--- src/rtl/si571_pkg.sv ---
// Shared constants, FSM state codes and helpers for the Si571 reference generator.
package si571_pkg;

    localparam int          ACC_W_DEF = 32;
    localparam logic [31:0] DEF_FTW   = 32'h147AE148;

    localparam logic [1:0] ST_IDLE  = 2'd0;
    localparam logic [1:0] ST_ARM   = 2'd1;
    localparam logic [1:0] ST_RUN   = 2'd2;
    localparam logic [1:0] ST_DRAIN = 2'd3;

    // Word must be non-zero and below half-scale so the MSB still toggles.
    function automatic logic ftw_valid(input logic [63:0] ftw, input int w);
        return (ftw != 64'd0) && (((ftw >> (w - 1)) & 64'd1) == 64'd0);
    endfunction

endpackage

--- src/rtl/si571_ref_gen_if.sv ---
// Control/status bundle between the reference generator and its host.
interface si571_ref_gen_if #(
    parameter int ACC_W = 32,
    parameter int CNT_W = 16
);
    logic             cfg_en_i;
    logic [ACC_W-1:0] ftw_i;
    logic             ftw_wr_i;
    logic             ftw_ack_o;
    logic             ftw_err_o;
    logic             ref_o;
    logic             ref_sync_o;
    logic             ref_ok_o;
    logic [CNT_W-1:0] edge_cnt_o;

    modport slave (
        input  cfg_en_i, ftw_i, ftw_wr_i,
        output ftw_ack_o, ftw_err_o, ref_o, ref_sync_o, ref_ok_o, edge_cnt_o
    );

    modport master (
        output cfg_en_i, ftw_i, ftw_wr_i,
        input  ftw_ack_o, ftw_err_o, ref_o, ref_sync_o, ref_ok_o, edge_cnt_o
    );
endinterface

--- src/rtl/si571_ref_gen_nco_phase_acc.sv ---
// Phase accumulator: clear/step control, carry-out and MSB rising-edge look-ahead.
module nco_phase_acc #(
    parameter int ACC_W = 32
) (
    input  logic             clk_i,
    input  logic             rst_ni,
    input  logic             clr_i,
    input  logic             step_i,
    input  logic [ACC_W-1:0] ftw_i,
    output logic             msb_o,
    output logic             wrap_o,
    output logic             rise_o
);
    logic [ACC_W-1:0] acc_q, acc_d, sum;
    logic             carry;

    always_comb begin
        {carry, sum} = {1'b0, acc_q} + {1'b0, ftw_i};
        acc_d = acc_q;
        if (clr_i) begin
            acc_d = '0;
        end else if (step_i) begin
            acc_d = sum;
        end
    end

    assign msb_o  = acc_q[ACC_W-1];
    assign wrap_o = step_i & carry;
    // Asserted when the next registered MSB goes 0->1.
    assign rise_o = ~acc_q[ACC_W-1] & acc_d[ACC_W-1];

    always_ff @(posedge clk_i or negedge rst_ni) begin
        if (!rst_ni) begin
            acc_q <= '0;
        end else begin
            acc_q <= acc_d;
        end
    end
endmodule

--- src/rtl/si571_ref_gen.sv ---
// NCO square-wave reference with glitch-free start/stop, FTW update and settle flag.
module si571_ref_gen
    import si571_pkg::*;
#(
    parameter int               ACC_W       = ACC_W_DEF,
    parameter logic [ACC_W-1:0] DEFAULT_FTW = ACC_W'(DEF_FTW),
    parameter int               SETTLE_PER  = 16,
    parameter int               CNT_W       = 16
) (
    input logic clk_i,
    input logic rstn_i,
    si571_ref_gen_if.slave bus
);
    logic [1:0]       rs_q;
    logic             rst_n;
    logic [1:0]       state_q, state_d;
    logic [ACC_W-1:0] active_q, active_d;
    logic [ACC_W-1:0] shadow_q, shadow_d;
    logic             pending_q, pending_d;
    logic             err_q, err_d;
    logic             sync_q, sync_d;
    logic [CNT_W-1:0] edge_q, edge_d;
    logic [15:0]      settle_q, settle_d;
    logic             msb, wrap, rise;
    logic             clr, step, apply, wr_valid;

    // Reset asserts immediately, releases two clocks later.
    always_ff @(posedge clk_i or negedge rstn_i) begin
        if (!rstn_i) begin
            rs_q <= 2'b00;
        end else begin
            rs_q <= {rs_q[0], 1'b1};
        end
    end
    assign rst_n = rs_q[1];

    nco_phase_acc #(.ACC_W(ACC_W)) u_nco (
        .clk_i  (clk_i),
        .rst_ni (rst_n),
        .clr_i  (clr),
        .step_i (step),
        .ftw_i  (active_q),
        .msb_o  (msb),
        .wrap_o (wrap),
        .rise_o (rise)
    );

    always_comb begin
        state_d = state_q;
        clr     = 1'b0;
        step    = 1'b0;
        apply   = 1'b0;
        unique case (state_q)
            ST_IDLE: begin
                clr = 1'b1;
                if (bus.cfg_en_i) state_d = ST_ARM;
            end
            ST_ARM: begin
                clr     = 1'b1;
                apply   = pending_q;
                state_d = ST_RUN;
            end
            ST_RUN: begin
                step  = 1'b1;
                apply = pending_q & wrap;
                if (!bus.cfg_en_i) state_d = ST_DRAIN;
            end
            ST_DRAIN: begin
                step = 1'b1;
                // Stop only once the output is, or is about to be, low.
                if (!msb || wrap) begin
                    clr     = 1'b1;
                    state_d = ST_IDLE;
                end
            end
            default: state_d = ST_IDLE;
        endcase
    end

    always_comb begin
        wr_valid  = bus.ftw_wr_i & ftw_valid(64'(bus.ftw_i), ACC_W);
        active_d  = apply ? shadow_q : active_q;
        shadow_d  = wr_valid ? bus.ftw_i : shadow_q;
        pending_d = wr_valid | (pending_q & ~apply);
        err_d     = bus.ftw_wr_i & ~wr_valid;
        sync_d    = rise;
        edge_d    = edge_q + CNT_W'(rise);
        settle_d  = settle_q;
        if (state_q == ST_ARM || apply) begin
            settle_d = '0;
        end else if (state_q == ST_RUN && rise
                     && settle_q != 16'(SETTLE_PER)) begin
            settle_d = settle_q + 16'd1;
        end
    end

    always_ff @(posedge clk_i or negedge rst_n) begin
        if (!rst_n) begin
            state_q   <= ST_IDLE;
            active_q  <= DEFAULT_FTW;
            shadow_q  <= DEFAULT_FTW;
            pending_q <= 1'b0;
            err_q     <= 1'b0;
            sync_q    <= 1'b0;
            edge_q    <= '0;
            settle_q  <= '0;
        end else begin
            state_q   <= state_d;
            active_q  <= active_d;
            shadow_q  <= shadow_d;
            pending_q <= pending_d;
            err_q     <= err_d;
            sync_q    <= sync_d;
            edge_q    <= edge_d;
            settle_q  <= settle_d;
        end
    end

    assign bus.ftw_ack_o  = apply;
    assign bus.ftw_err_o  = err_q;
    assign bus.ref_o      = msb;
    assign bus.ref_sync_o = sync_q;
    assign bus.ref_ok_o   = (state_q == ST_RUN) && (settle_q == 16'(SETTLE_PER));
    assign bus.edge_cnt_o = edge_q;
endmodule

--- src/flat_wrapper.sv ---
// flat-port wrapper written by rule: the top's interface ports become plain ports
module si571_ref_gen_flat import si571_pkg::*;
#(
    parameter int               ACC_W       = ACC_W_DEF,
    parameter logic [ACC_W-1:0] DEFAULT_FTW = ACC_W'(DEF_FTW),
    parameter int               SETTLE_PER  = 16,
    parameter int               CNT_W       = 16
)
  (clk_i, rstn_i, bus_cfg_en_i, bus_ftw_i, bus_ftw_wr_i, bus_ftw_ack_o, bus_ftw_err_o, bus_ref_o, bus_ref_sync_o, bus_ref_ok_o, bus_edge_cnt_o);
  si571_ref_gen_if #(.ACC_W(ACC_W), .CNT_W(CNT_W)) bus_i ();
  input logic clk_i;
  input logic rstn_i;
  input wire logic [$bits(bus_i.cfg_en_i)-1:0] bus_cfg_en_i;
  input wire logic [$bits(bus_i.ftw_i)-1:0] bus_ftw_i;
  input wire logic [$bits(bus_i.ftw_wr_i)-1:0] bus_ftw_wr_i;
  output wire logic [$bits(bus_i.ftw_ack_o)-1:0] bus_ftw_ack_o;
  output wire logic [$bits(bus_i.ftw_err_o)-1:0] bus_ftw_err_o;
  output wire logic [$bits(bus_i.ref_o)-1:0] bus_ref_o;
  output wire logic [$bits(bus_i.ref_sync_o)-1:0] bus_ref_sync_o;
  output wire logic [$bits(bus_i.ref_ok_o)-1:0] bus_ref_ok_o;
  output wire logic [$bits(bus_i.edge_cnt_o)-1:0] bus_edge_cnt_o;
  assign bus_i.cfg_en_i = bus_cfg_en_i;
  assign bus_i.ftw_i = bus_ftw_i;
  assign bus_i.ftw_wr_i = bus_ftw_wr_i;
  assign bus_ftw_ack_o = bus_i.ftw_ack_o;
  assign bus_ftw_err_o = bus_i.ftw_err_o;
  assign bus_ref_o = bus_i.ref_o;
  assign bus_ref_sync_o = bus_i.ref_sync_o;
  assign bus_ref_ok_o = bus_i.ref_ok_o;
  assign bus_edge_cnt_o = bus_i.edge_cnt_o;
  si571_ref_gen #(.ACC_W(ACC_W), .DEFAULT_FTW(DEFAULT_FTW), .SETTLE_PER(SETTLE_PER), .CNT_W(CNT_W)) u_core (.clk_i(clk_i), .rstn_i(rstn_i), .bus(bus_i));
endmodule
--- config.mk ---
export PLATFORM = sky130hd
export DESIGN_NAME = si571_ref_gen_flat
export DESIGN_NICKNAME = d
export VERILOG_FILES = /design/src/rtl/si571_pkg.sv /design/src/rtl/si571_ref_gen_if.sv /design/src/rtl/si571_ref_gen_nco_phase_acc.sv /design/src/rtl/si571_ref_gen.sv /design/src/flat_wrapper.sv
export SDC_FILE = /design/constraint.sdc
export NUM_CORES = 1
export LEC_CHECK = 0
export ABC_AREA = 1
export BUFFER_PORTS_ARGS = -buffer_cell sky130_fd_sc_hd__buf_4
export CAP_MARGIN = 20
export CORE_ASPECT_RATIO = 0.6
export CORE_MARGIN = 5
export CORE_UTILIZATION = 55
export DETAILED_ROUTE_END_ITERATION = 6
export PLACE_DENSITY_LB_ADDON = 0.12
export SLEW_MARGIN = 40
export SYNTH_ARGS = -nofsm -noshare
export SYNTH_HDL_FRONTEND = slang
export SYNTH_SLANG_ARGS = --single-unit
export TNS_END_PERCENT = 10
--- constraint.sdc ---
create_clock -name clk_i -period 7.9 [get_ports clk_i]
set_input_delay 1.975 -clock clk_i [delete_from_list [all_inputs] [get_ports clk_i]]
set_output_delay 1.975 -clock clk_i [all_outputs]
set_load 0.01 [all_outputs]
* Word level (Yosys, flattened, before mapping) *
Index checks and enable logic that the tools add are counted.

operators by class
  add/sub/neg operators = 3
  equal/unequal tests = 8
  multiplexer cells = 12
  bitwise operators = 10
  reduce and logical (&&, ||, !) cells = 15

operators by type and width
  cell                     number
  $logic_not A64 Y1        1
  $mux W32                 2
  $add A32 B32 Y33         1
  $mux W16                 2
  $reduce_bool A32 Y1      1
  $add A16 B1 Y16          1
  $add A16 B1 Y16 const B  1
  $eq A16 B5 Y1 const B    1
  $ne A16 B5 Y1 const B    1
  $pmux W2 S4              1
  $and A1 B1 Y1            6
  $mux W2                  3
  $eq A2 B2 Y1 const B     2
  $logic_and A1 B1 Y1      4
  $ne A2 B2 Y1 const B     2
  $pmux W1 S2              2
  $reduce_bool A2 Y1       2
  $reduce_or A2 Y1         2
  $not A1 Y1               3
  $reduce_and A3 Y1        1
  $eq A2 B1 Y1 const B     1
  $logic_not A2 Y1         1
  $logic_or A1 B1 Y1       2
  $mux W1                  2
  other kinds (3)          3

word-level totals
  register bits after elaboration = 135
  output and inout port bits = 21
  word-level logic and storage cells = 59

* Depth between registers and ports, before layout *
Gate-level depths: netlist of the first run.

  depth after elaboration = 13
  depth in mapped cells = 28

* By module *
Synthesis of the first run repeated with hierarchy kept, for this count alone.

unflattened totals
  cell total of the unflattened synthesis = 1218
  area, all modules = 8559.5 µm²

by module, submodules not included
  module         instances  cells an instance  area an instance (µm²)  sequential area each (µm²)
  si571_ref_gen  1          587                4913.5                  2610.0
  nco_phase_acc  1          631                3646.0                  800.8

* Worst setup path after synthesis of the first run *
No wires, ideal clock.

  kind = register -> output
  from = register u_core.u_nco.acc_q[0]
  to = output bus_ftw_ack_o
  arrival = 1979 ps
  path slack = 3946 ps
  cell stages (with the launch flop) = 18
  cells stage by stage = dfrtp_1 ha_1 inv_1 fa_1 inv_1 nand2_1 nand2_1 nand3_2 nand2_2 nand2_2 nand2_2 nand2_1 nand2_1 nand2_1 nand2_1 nand3_2 inv_2 buf_4

between the ends
  cells in the longest elaborated chain, start to end = 4

RTL lines
  element                 RTL line                           source
  start, declared         si571_ref_gen_nco_phase_acc.sv:14  logic [ACC_W-1:0] acc_q, acc_d, sum;
  start signal, assigned  si571_ref_gen_nco_phase_acc.sv:34  acc_q <= '0;
  start signal, assigned  si571_ref_gen_nco_phase_acc.sv:36  acc_q <= acc_d;
  $add A32 B32 Y33        si571_ref_gen_nco_phase_acc.sv:18  {carry, sum} = {1'b0, acc_q} + {1'b0, ftw_i};
  $and A1 B1 Y1           si571_ref_gen_nco_phase_acc.sv:28  assign wrap_o = step_i & carry;
  $and A1 B1 Y1           si571_ref_gen.sv:65                apply = pending_q & wrap;
  $pmux W1 S2             si571_ref_gen.sv:53                unique case (state_q)
  end, declared           flat_wrapper.sv:16                 output wire logic [$bits(bus_i.ftw_ack_o)-1:0] bus_ftw_ack_o;

No other way between the ends.

* Final worst setup path of the first run *
Same ends and word-level chain as after synthesis.

==> metrics.txt, run 1 <==
run status finished, final reports clean; Slowest-stage cell, CP inv_2; # resized after CTS 0; final count of negative-setup-slack endpoints 0; startpoint of the most critical setup path u_core.u_nco.acc_q[0]$_DFFE_PN0P_; count of clock tree sinks approximately 140; row count 33; number of inserted diodes 0; DIE HEIGHT 102 um; CP dominant cell by count nand2_1; Cell Chain, Critical Path ha_1, inv_1, fa_1, inv_1, nand2_1, nand2_1, nand3_2, nand2_2, nand2_2, nand2_2, nand2_1, nand2_1, nand2_1, nand2_1, nand3_2, inv_2, buf_4; clock network fraction of total power 26.5%; buffer type at the clock tree root clkbuf_16; Total Nets Final between 1000 and 1500; starting density of the core a little under three fifths; total of warnings raised by yosys 0; number of enable flip-flop cells after synthesis 0; total negative slack for setup checks 0 ns; worst min path class register to async pin; VDD IR max roughly 200 uV; data arrival at the endpoint of the critical path ~3.6 ns; slew margin rel. around 44%; instance count of the mapped netlist 970; core box area approximately 14000 um^2; Clock Pin Slew Worst Setup and Hold Paths around 0.07 ns; leftover overflow at the end of global routing 0; count of state elements after synthesis roughly 140; Die Area between 15000 and 20000 um^2; final critical-path setup slack between 2 and 2.5 ns; share of total power consumed by net switching between 40% and 50%; Place WS approximately 2.7 ns; Iteration-0 DRC Markers around 430; number of levels in the clock H-tree 4; highest cell delay on the worst timing path ~0.66 ns; kind of start point of the critical path register; vias in the first global route roughly 6000; average cell area after synthesis around 8 um^2; global-route track usage on met2 just under 30%; Via-to-Cell Ratio around 5.1; largest net degree at the start of global routing 63; CTS tree done; fraction of final layout cells with drive strength greater than 1 roughly 14%; largest delay contributor family on the critical path simple AND/OR/NAND/NOR gates; Seq pwr share roughly a third; total nets after synthesis 1047; post-synthesis instance area slightly below 8000 um^2; max-cap violations 0; Clk Latency, worst-skew pair 0.42 ns; I/O pin total 57; worst setup path class register to output port; DP Wirelength between 10000 and 15000 um; final estimated routing congestion in global placement just under 0.9; crit path buf inv count 4; area growth from synthesis to layout 14.6%; detailed-route DRC error count 0; initial antenna violation count 0; Final Instance Area approximately 8900 um^2; Buffers on Ports 56; maximum count of clock buffers along a single path 2; fmax roughly 180 MHz; All-Layer GR Usage approximately 24%; met3 routing resource usage after global routing 6.41%; antenna-violating nets left 0; most common library cell in the layout ignoring fill and taps nand2_1; pwr/cell area around 320 nW/um^2; aggregate routed wire length roughly 19000 um; period utilization approximately 70%; Max Fanout on Critical Path 34; Switching Power ~1200 uW; top library cells by usage in the layout, fill and taps aside nand2_1 (279), inv_1 (110), dfrtp_1 (108), nand3_1 (75), o21ai_0 (62); worst slack on hold paths 0.288 ns; crit end category output port; Tightest Pin Transition between 0.8 and 0.9 ns; data required time of the worst path between 5 and 6 ns; global-route wire length before repair approximately 32000 um; Die X-Extent roughly 160 um; post-cts hold buffer count 0; fraction of power consumed by combinational cells between 30% and 40%; TritonCTS buffer count 17; launch point of the worst reg-to-reg path u_core.active_q[19]$_DFFE_PN1P_; post-layout min period about 5.6 ns; fraction of the yosys area taken by sequential cells a little over two fifths; internal power contribution between 1500 and 2000 uW; distinct cell type count of the synthesized netlist 41; Lkg Pwr between 0.004 and 0.005 uW; Hold Vio Cnt, Final 0; Post-synth top flop dfrtp_1; router iterations before antenna repair 5; grt met1 use around two fifths; share of flip-flops with an asynchronous set or reset after synthesis 100%; detailed-route via count 6308; Max Slew Vio Count 0; Final Skew 0.0155 ns; post-layout util 64.7%; DP Area 8330 um^2; most crowded layer after global routing met1; detailed-route wire length per cell roughly 15 um; postcts setup bufs 0; setup repair after global routing missed its margin no
==> Yosys cell counts, drive strengths merged, types with 3 or more instances <==
| master | n | area [um^2] |
|---|---|---|
| a21oi | 34 | 181 |
| o21ai | 66 | 330 |
| xor2 | 32 | 280 |
| nor4 | 3 | 18.8 |
| o21bai | 8 | 60.1 |
| nor3b | 3 | 22.5 |
| nor2 | 58 | 234 |
| buf | 12 | 103 |
| nand3 | 80 | 420 |
| nor3 | 9 | 45.0 |
| a31oi | 3 | 18.8 |
| ha | 40 | 500 |
| o221ai | 3 | 26.3 |
| dfstp | 26 | 683 |
| xnor2 | 20 | 175 |
| clkbuf | 15 | 56.3 |
| inv | 115 | 432 |
| dfrtp | 109 | 2730 |
| nand4 | 28 | 190 |
| nand2 | 290 | 1130 |
==> power by group through the flow <==
stage | clock network (uW) | logic (uW) | registers (uW)
after floorplan | 0 | 842 | 951
after global placement | 0 | 1080 | 983
after detailed placement | 0 | 1090 | 985
after CTS | 764 | 1100 | 976
after global routing | 798 | 1260 | 994
final | 753 | 1110 | 979
==> routing by layer <==
layer | share of wire [%] | wire [um]
met1 | 57 | 10600
met3 | 7.8 | 1460
met4 | 0.56 | 105
met2 | 35 | 6520
met5 | 0 | 0
==> flip-flops by register name (all words and copies together), names as in the netlist <==
register and cells:
u_core.pending_q 1, u_core.active_q 32, u_core.bus.ftw_err_o 1, u_core.bus.edge_cnt_o 16
u_core.settle_q 16, u_core.bus.ref_sync_o 1, u_core.state_q 2, u_core.u_nco.acc_q 32
u_core.shadow_q 32, u_core.rs_q 2
==> cell type report <==
type | count | area (um^2)
Fill cell | 1191 | 4860
Clock inverter | 14 | 126
Tap cell | 192 | 240
Clock buffer | 18 | 429
Multi-Input combinational cell | 693 | 3800
Sequential cell | 135 | 3410
Timing Repair Buffer | 59 | 455
Inverter | 115 | 432
==> path summary, 6_finish.rpt <==
path	cells after the start	slack (ns)	end
setup / recovery	17	2.30	bus_ftw_ack_o
hold / removal	0	0.29	u_core.shadow_q[9]$_DFFE_PN0P_
setup reg to reg	20	3.79	u_core.bus.edge_cnt_o[12]$_DFF_PN0_
hold reg to reg	0	0.29	u_core.shadow_q[9]$_DFFE_PN0P_
max in group asynchronous	2	6.24	u_core.settle_q[10]$_DFFE_PN0P_
min in group clk_i	0	0.35	u_core.rs_q[1]$_DFF_PN0_
==> cell families after synthesis <==
kind of cell / Yosys count / share of synthesized area, %
other cells: 1 / 0.0483
xor+xnor: 52 / 5.87
flops: 135 / 43.9
fa+ha+maj: 41 / 6.70
buf+inv: 142 / 7.61
simple gates: 475 / 26.8
mux: 2 / 0.290
compound gates: 122 / 8.72
==> through the flow <==
| stage | total power (uW) | instances |
|---|---|---|
| 4_1_cts | 2840 | 1226 |
| 5_1_grt | 3050 | 1226 |
| 2_1_floorplan | 1790 | 970 |
| 6_report | 2840 | 1226 |
| 3_3_place_gp | 2060 | 1193 |
| 3_5_place_dp | 2070 | 1194 |
Note: power is estimated with default switching activity, not from simulation.
==> inputs of run 2 (changes only) <==
--- a/config.mk
+++ b/config.mk
@@ -5,7 +5,7 @@
 export SDC_FILE = /design/constraint.sdc
 export NUM_CORES = 1
 export LEC_CHECK = 0
-export ABC_AREA = 1
+export ABC_AREA = 0
 export BUFFER_PORTS_ARGS = -buffer_cell sky130_fd_sc_hd__buf_4
 export CAP_MARGIN = 20
 export CORE_ASPECT_RATIO = 0.6
==> constraint.sdc (replaced) <==
create_clock -name clk_i -period 5 [get_ports clk_i]
set_input_delay 1.25 -clock clk_i [delete_from_list [all_inputs] [get_ports clk_i]]
set_output_delay 1.25 -clock clk_i [all_outputs]
set_load 0.01 [all_outputs]
==> run 2 against run 1 <==
Net effect:
- worst setup slack got worse by 1.9 ns
- combinational power increased by 130%
- sequential power increased by 72%
- non-clock buffer count increased by 3
- clock skew decreased by 0.0043 ns
- count of clock-buffer cells in the layout unchanged
- synthesized cell count decreased by 30%
- area after synthesis decreased by 4.5%
- worst hold slack improved by 0.068 ns
- sequential cell count unchanged
- via count decreased by 9.4%
- first-iteration DRC count decreased by 12%
- critical path type unchanged
- critical endpoint unchanged
- largest power group unchanged
==> metrics.txt, run 2 <==
distinct cell type count of the synthesized netlist 63; startpoint of the most critical setup path u_core.u_nco.acc_q[0]$_DFFE_PN0P_; postcts setup bufs 0; Via-to-Cell Ratio 6.19; All-Layer GR Usage a little under a quarter; VDD IR max roughly 300 uV; maximum count of clock buffers along a single path 2; count of clock tree sinks 135; detailed-route DRC error count 0; Buffers on Ports between 50 and 60; biggest area contributors in the synthesized netlist dfrtp_1 (37%), mux2_2 (9.6%), dfstp_2 (9.2%); Register Area ~3400 um^2; Die Area around 16000 um^2; Hold Vio Cnt, Final 0; detailed-route wire length per cell between 15 and 20 um; leftover overflow at the end of global routing 0; top flop regs u_core.active_q: 32 flops, u_core.shadow_q: 32 flops, u_core.u_nco.acc_q: 32 flops; CP dominant cell by count inv_1; vias in the first global route around 5800; instance count of the mapped netlist 676; share of flip-flops with an asynchronous set or reset after synthesis 100%; largest delay contributor family on the critical path compound AO/OA/AOI/OAI gates; worst reg-to-reg setup slack between 1 and 1.5 ns; average cell area after synthesis approximately 11 um^2; number of inserted diodes 0; Final Skew roughly 0.011 ns; Post-synth top flop dfrtp_1; initial antenna violation count 0; Iteration-0 DRC Markers roughly 380; total nets after synthesis between 700 and 800; max-cap violations 0; Total Nets Final around 820; final count of negative-setup-slack endpoints 0; post-route total power about 5400 uW; TritonCTS buffer count 17; reg-to-reg endpoint u_core.bus.edge_cnt_o[12]$_DFF_PN0_; filler cell count 1000; Hold Startpoint u_core.rs_q[0]$_DFF_PN0_; most common library cell in the layout ignoring fill and taps dfrtp_1; CTS tree done; area occupied by multi-input gates 3850 um^2; fmax about 220 MHz; post-synthesis instance area 7410 um^2; Clock Pin Slew Worst Setup and Hold Paths roughly 0.060 ns; data required time of the worst path 3.75 ns; worst setup path class register to output port; slew margin rel. between 40% and 50%; Cell Chain, Critical Path ha_1, inv_1, fa_1, nand2b_1, a21oi_1, o211ai_1, a21boi_1, o2111ai_1, a211oi_2, o211ai_4, inv_1, buf_4; critical path depth 12; synth cell count leaders dfrtp_1 (109), mux2_2 (63), a21oi_1 (49), ha_1 (40), nand2_1 (38); aggregate routed wire length about 18000 um; R2R depth 14; top library cells by usage in the layout, fill and taps aside dfrtp_1 (108), mux2_2 (63), buf_4 (62), a21oi_1 (49), ha_1 (40); core box area roughly 13000 um^2; number of enable flip-flop cells after synthesis 0; area leader, netlist dfrtp_1; Die X-Extent approximately 160 um; period utilization about 93%; area growth from synthesis to layout 15.9%; I/O pin total between 50 and 60; top cell type's share of synthesized area 36.8%; fraction of the yosys area taken by sequential cells a little under half; final critical-path setup slack ~0.37 ns; total of warnings raised by yosys 0; Lkg Pwr 0.00388 uW; post-layout min period about 4.6 ns; post-cts hold buffer count 0; Tightest Pin Transition 0.762 ns; kind of start point of the critical path register; fin cells between 900 and 1000; launch point of the worst reg-to-reg path u_core.active_q[15]$_DFFE_PN1P_; run status finished, final reports clean; buffer type at the clock tree root clkbuf_16; total negative slack for setup checks 0 ns; DIE HEIGHT ~100 um; worst min path class register to register; number of levels in the clock H-tree 4; Place WS 0.795 ns; row count 32; pwr/cell area 626 nW/um^2; Max Fanout on Critical Path 3; crit end category output port; # resized after CTS 0; Max Slew Vio Count 0; largest net degree at the start of global routing 53; Slowest-stage cell, CP a211oi_2; DP Area 8030 um^2; global-route wire length before repair a little under 30000 um; count of state elements after synthesis between 100 and 150; data arrival at the endpoint of the critical path 3.38 ns; Clk Latency, worst-skew pair 0.42 ns; count of cells along the worst hold path 0; Worst Hold End u_core.rs_q[1]$_DFF_PN0_; DP Cell Count just under 900; DP Wirelength 12700 um; final estimated routing congestion in global placement between 0.9 and 1; Final Instance Area 8590 um^2; highest cell delay on the worst timing path 0.40 ns; fraction of final layout cells with drive strength greater than 1 about 27%; starting density of the core 57.0%; antenna-violating nets left 0; router iterations before antenna repair 5; top-count cell post-synth dfrtp_1; setup repair after global routing missed its margin no; detailed-route via count 5716; crit path buf inv count 3
[run 2: cell count changes in the layout (fill, tap and decap cells not counted), sizes merged, moves of 10 or more]
cell,change
nor4,+10
xor2,-14
o31ai,+14
mux2,+62
nand4,-16
a21oi,+16
a22o,+28
nand3,-65
nand2,-251
inv,-93
nor2,-21
o21ai,-36
[run 2: per-stage QoR]
| stage | util (%) | hold slack, ns |
|---|---|---|
| after floorplan | - | 0.331 |
| after global placement | 61.6 | 0.337 |
| after detailed placement | 61.7 | 0.343 |
| after CTS | 66.0 | 0.365 |
| after global routing | 66.0 | 0.374 |
| final | 66.0 | 0.356 |
[run 2: cell type report]
cell class                 instances  share of cell area [%]
multi-input combinational        501                    44.9
sequential                       135                    39.7
timing repair buffer              62                    5.42
clock buffer                      18                    4.99
tap                              170                    2.47
clock inverter                    14                    1.53
inverter                          23                    1.00
[run 2: worst register-to-register path, stage by stage, from the launching register on]
cell	delay, ns
dfstp_2	0.55
ha_1	0.26
inv_1	0.17
nor4_4	0.34
and3_4	0.25
o31ai_2	0.10
a2111oi_4	0.58
nor3_1	0.21
inv_1	0.13
ha_1	0.22
ha_1	0.22
nand3_1	0.18
or2_2	0.39
nor2_1	0.14
xor2_1	0.16
[run 2: power by group]
group | switching (uW) | internal (uW)
clock | 538 | 658
sequential | 230 | 1450
combinational | 1440 | 1070
total | 2210 | 3170
[run 2: how the worst max path moves through the flow]
stage,to
CTS,bus_ftw_ack_o
global placement,bus_ftw_ack_o
global route,bus_ftw_ack_o
detailed placement,bus_ftw_ack_o
floorplan,u_core.active_q[0]$_DFFE_PN0P_
finish,bus_ftw_ack_o
[run 2: per-layer routing]
layer / vias up / GRT usage, % / routed length [um]
met5: - / 0 / 0
met4: 0 / 3.77 / 97
met3: 17 / 5.74 / 1100
li1: 2663 / - / -
met1: 2846 / 35.5 / 9070
met2: 190 / 34.1 / 7430
[run 2: logic make-up (layout without fill, tap and decap cells)]
family | after synthesis | in the layout | synth area share (%)
other cells | 1 | 1 | 0.0506
compound gates | 184 | 184 | 17.6
xor+xnor | 45 | 45 | 5.32
mux | 67 | 67 | 10.1
flops | 135 | 135 | 46.0
simple gates | 163 | 163 | 11.4
fa+ha+maj | 41 | 41 | 7.02
buf+inv | 40 | 117 | 2.53
==> inputs of run 3 (changes only) <==
--- a/config.mk
+++ b/config.mk
@@ -8,7 +8,7 @@
 export ABC_AREA = 0
 export BUFFER_PORTS_ARGS = -buffer_cell sky130_fd_sc_hd__buf_4
 export CAP_MARGIN = 20
-export CORE_ASPECT_RATIO = 0.6
+export CORE_ASPECT_RATIO = 0.9
 export CORE_MARGIN = 5
 export CORE_UTILIZATION = 55
 export DETAILED_ROUTE_END_ITERATION = 6
==> run 3 against run 2 <==
Net effect:
- worst setup slack worse by 0.030 ns
- register-to-register slack better by 0.15 ns
- total power up 0.11%
- non-clock buffer count unchanged
- critical path depth unchanged
- die area down 0.46%
- utilization down 0.93 points
- clock skew down 0.0067 ns
- cell count down 0.22%
- combinational power about the same
- design area up 0.48%
- sequential power about the same
- largest power group unchanged
==> metrics.txt, run 3 (synthesis gave the netlist of run 2 again) <==
final estimated routing congestion in global placement roughly 0.95; largest net degree at the start of global routing 63; most common library cell in the layout ignoring fill and taps dfrtp_1; Total Nets Final about 820; Slowest-stage cell, CP a211oi_2; number of levels in the clock H-tree 4; top flop regs u_core.active_q: 32 flops, u_core.shadow_q: 32 flops, u_core.u_nco.acc_q: 32 flops; post-layout min period approximately 4.7 ns; Final Skew 0.00452 ns; data required time of the worst path 3.75 ns; Register Area about 3400 um^2; max-cap violations 0; DP Wirelength 11700 um; met2 routed wirelength between 7000 and 8000 um; Die Area around 16000 um^2; fmax 214 MHz; fraction of final layout cells with drive strength greater than 1 a little over a quarter; M1 WL between 7000 and 8000 um; vias in the first global route between 5000 and 6000; crit path buf inv count 3; Iteration-0 DRC Markers about 470; starting density of the core between 50% and 60%; All-Layer GR Usage between 20% and 30%; router iterations before antenna repair 5; aggregate routed wire length between 15000 and 20000 um; run status finished, final reports clean; fin cells approximately 920; area occupied by multi-input gates 3850 um^2; postcts setup bufs 0; CP dominant cell by count inv_1; pwr/cell area about 620 nW/um^2; period utilization approximately 93%; Max Fanout on Critical Path 3; Cell Chain, Critical Path ha_1, inv_1, fa_1, nand2b_1, a21oi_1, o211ai_1, a21boi_1, o2111ai_1, a211oi_2, o211ai_4, inv_1, buf_4; filler cell count between 1000 and 1500; row count 40; buffer type at the clock tree root clkbuf_16; worst setup path class register to output port; Clock Pin Slew Worst Setup and Hold Paths approximately 0.060 ns; detailed-route DRC error count 0; Tightest Pin Transition 0.760 ns; antenna-violating nets left 0; data arrival at the endpoint of the critical path roughly 3.4 ns; total negative slack for setup checks 0 ns; kind of start point of the critical path register; setup repair after global routing missed its margin no; Lkg Pwr 0.00390 uW; Buffers on Ports 56; VDD IR max ~310 uV; CTS tree done; sum of met3 wire segment lengths after detailed routing about 910 um; TritonCTS buffer count 17; Via-to-Cell Ratio 6.09; number of inserted diodes 0; area growth from synthesis to layout 16.5%; crit end category output port; slew margin rel. between 40 and 50%; detailed-route via count 5610; DP Cell Count a little under 900; global-route wire length before repair 27800 um; leftover overflow at the end of global routing 0; maximum count of clock buffers along a single path 2; largest delay contributor family on the critical path compound AO/OA/AOI/OAI gates; initial antenna violation count 0; detailed-route wire length per cell 17.8 um; Hold Vio Cnt, Final 0; highest cell delay on the worst timing path 0.42 ns; DR top layer met4; count of clock tree sinks between 100 and 150; final count of negative-setup-slack endpoints 0; post-route total power about 5400 uW; Clk Latency, worst-skew pair ~0.43 ns; I/O pin total 57; top library cells by usage in the layout, fill and taps aside dfrtp_1 (108), mux2_2 (63), buf_4 (61), a21oi_1 (49), ha_1 (40); core box area approximately 13000 um^2; worst min path class register to async pin; DIE HEIGHT about 120 um; Max Slew Vio Count 0; Die X-Extent approximately 130 um
[run 3: final timing paths]
check	startpoint	to	slack (ns)	depth (start not counted)
max	u_core.u_nco.acc_q[0]$_DFFE_PN0P_	bus_ftw_ack_o	0.34	12
min	u_core.rs_q[1]$_DFF_PN0_	u_core.bus.edge_cnt_o[15]$_DFF_PN0_	0.25	0
max reg2reg	u_core.u_nco.acc_q[1]$_DFFE_PN0P_	u_core.bus.edge_cnt_o[12]$_DFF_PN0_	1.17	14
min reg2reg	u_core.rs_q[1]$_DFF_PN0_	u_core.bus.edge_cnt_o[15]$_DFF_PN0_	0.25	0
max in group asynchronous	u_core.rs_q[1]$_DFF_PN0_	u_core.shadow_q[6]$_DFFE_PN1P_	3.87	1
min in group clk_i	u_core.rs_q[0]$_DFF_PN0_	u_core.rs_q[1]$_DFF_PN0_	0.36	0
[run 3: timing repair]
item,in CTS,in global routing
gates resized for setup,0,1
hold buffers,0,0
setup endpoints to repair,0,1
[run 3: through the flow]
stage	util, %	area [um^2]	setup slack, ns	hold WS [ns]
floorplan	-	7410	1.01	0.331
global placement	60.5	8020	0.876	0.246
detailed placement	60.5	8030	0.748	0.256
CTS	65.0	8630	0.267	0.259
global route	65.1	8640	0.109	0.279
finish	65.1	8640	0.338	0.246
[run 3: area by class of cell]
type                    count  area share (%)
multi-input cells         501            44.6
inverters                  23            1.00
repair buffers             62            5.43
clock buffers              21            5.22
well taps                 168            2.43
flip-flops and latches    135            39.5
clock inverters            11            1.74
[run 3: power breakdown]
part | internal [uW] | switching [uW]
clock network | 797 | 473
registers | 1450 | 198
logic | 1060 | 1400
total | 3310 | 2070
[run 3: metal layers]
layer	vias up	GRT usage [%]
met5	-	0
met4	0	6.93
met3	25	6.62
met2	154	31.4
met1	2781	30.4
li1	2650	-
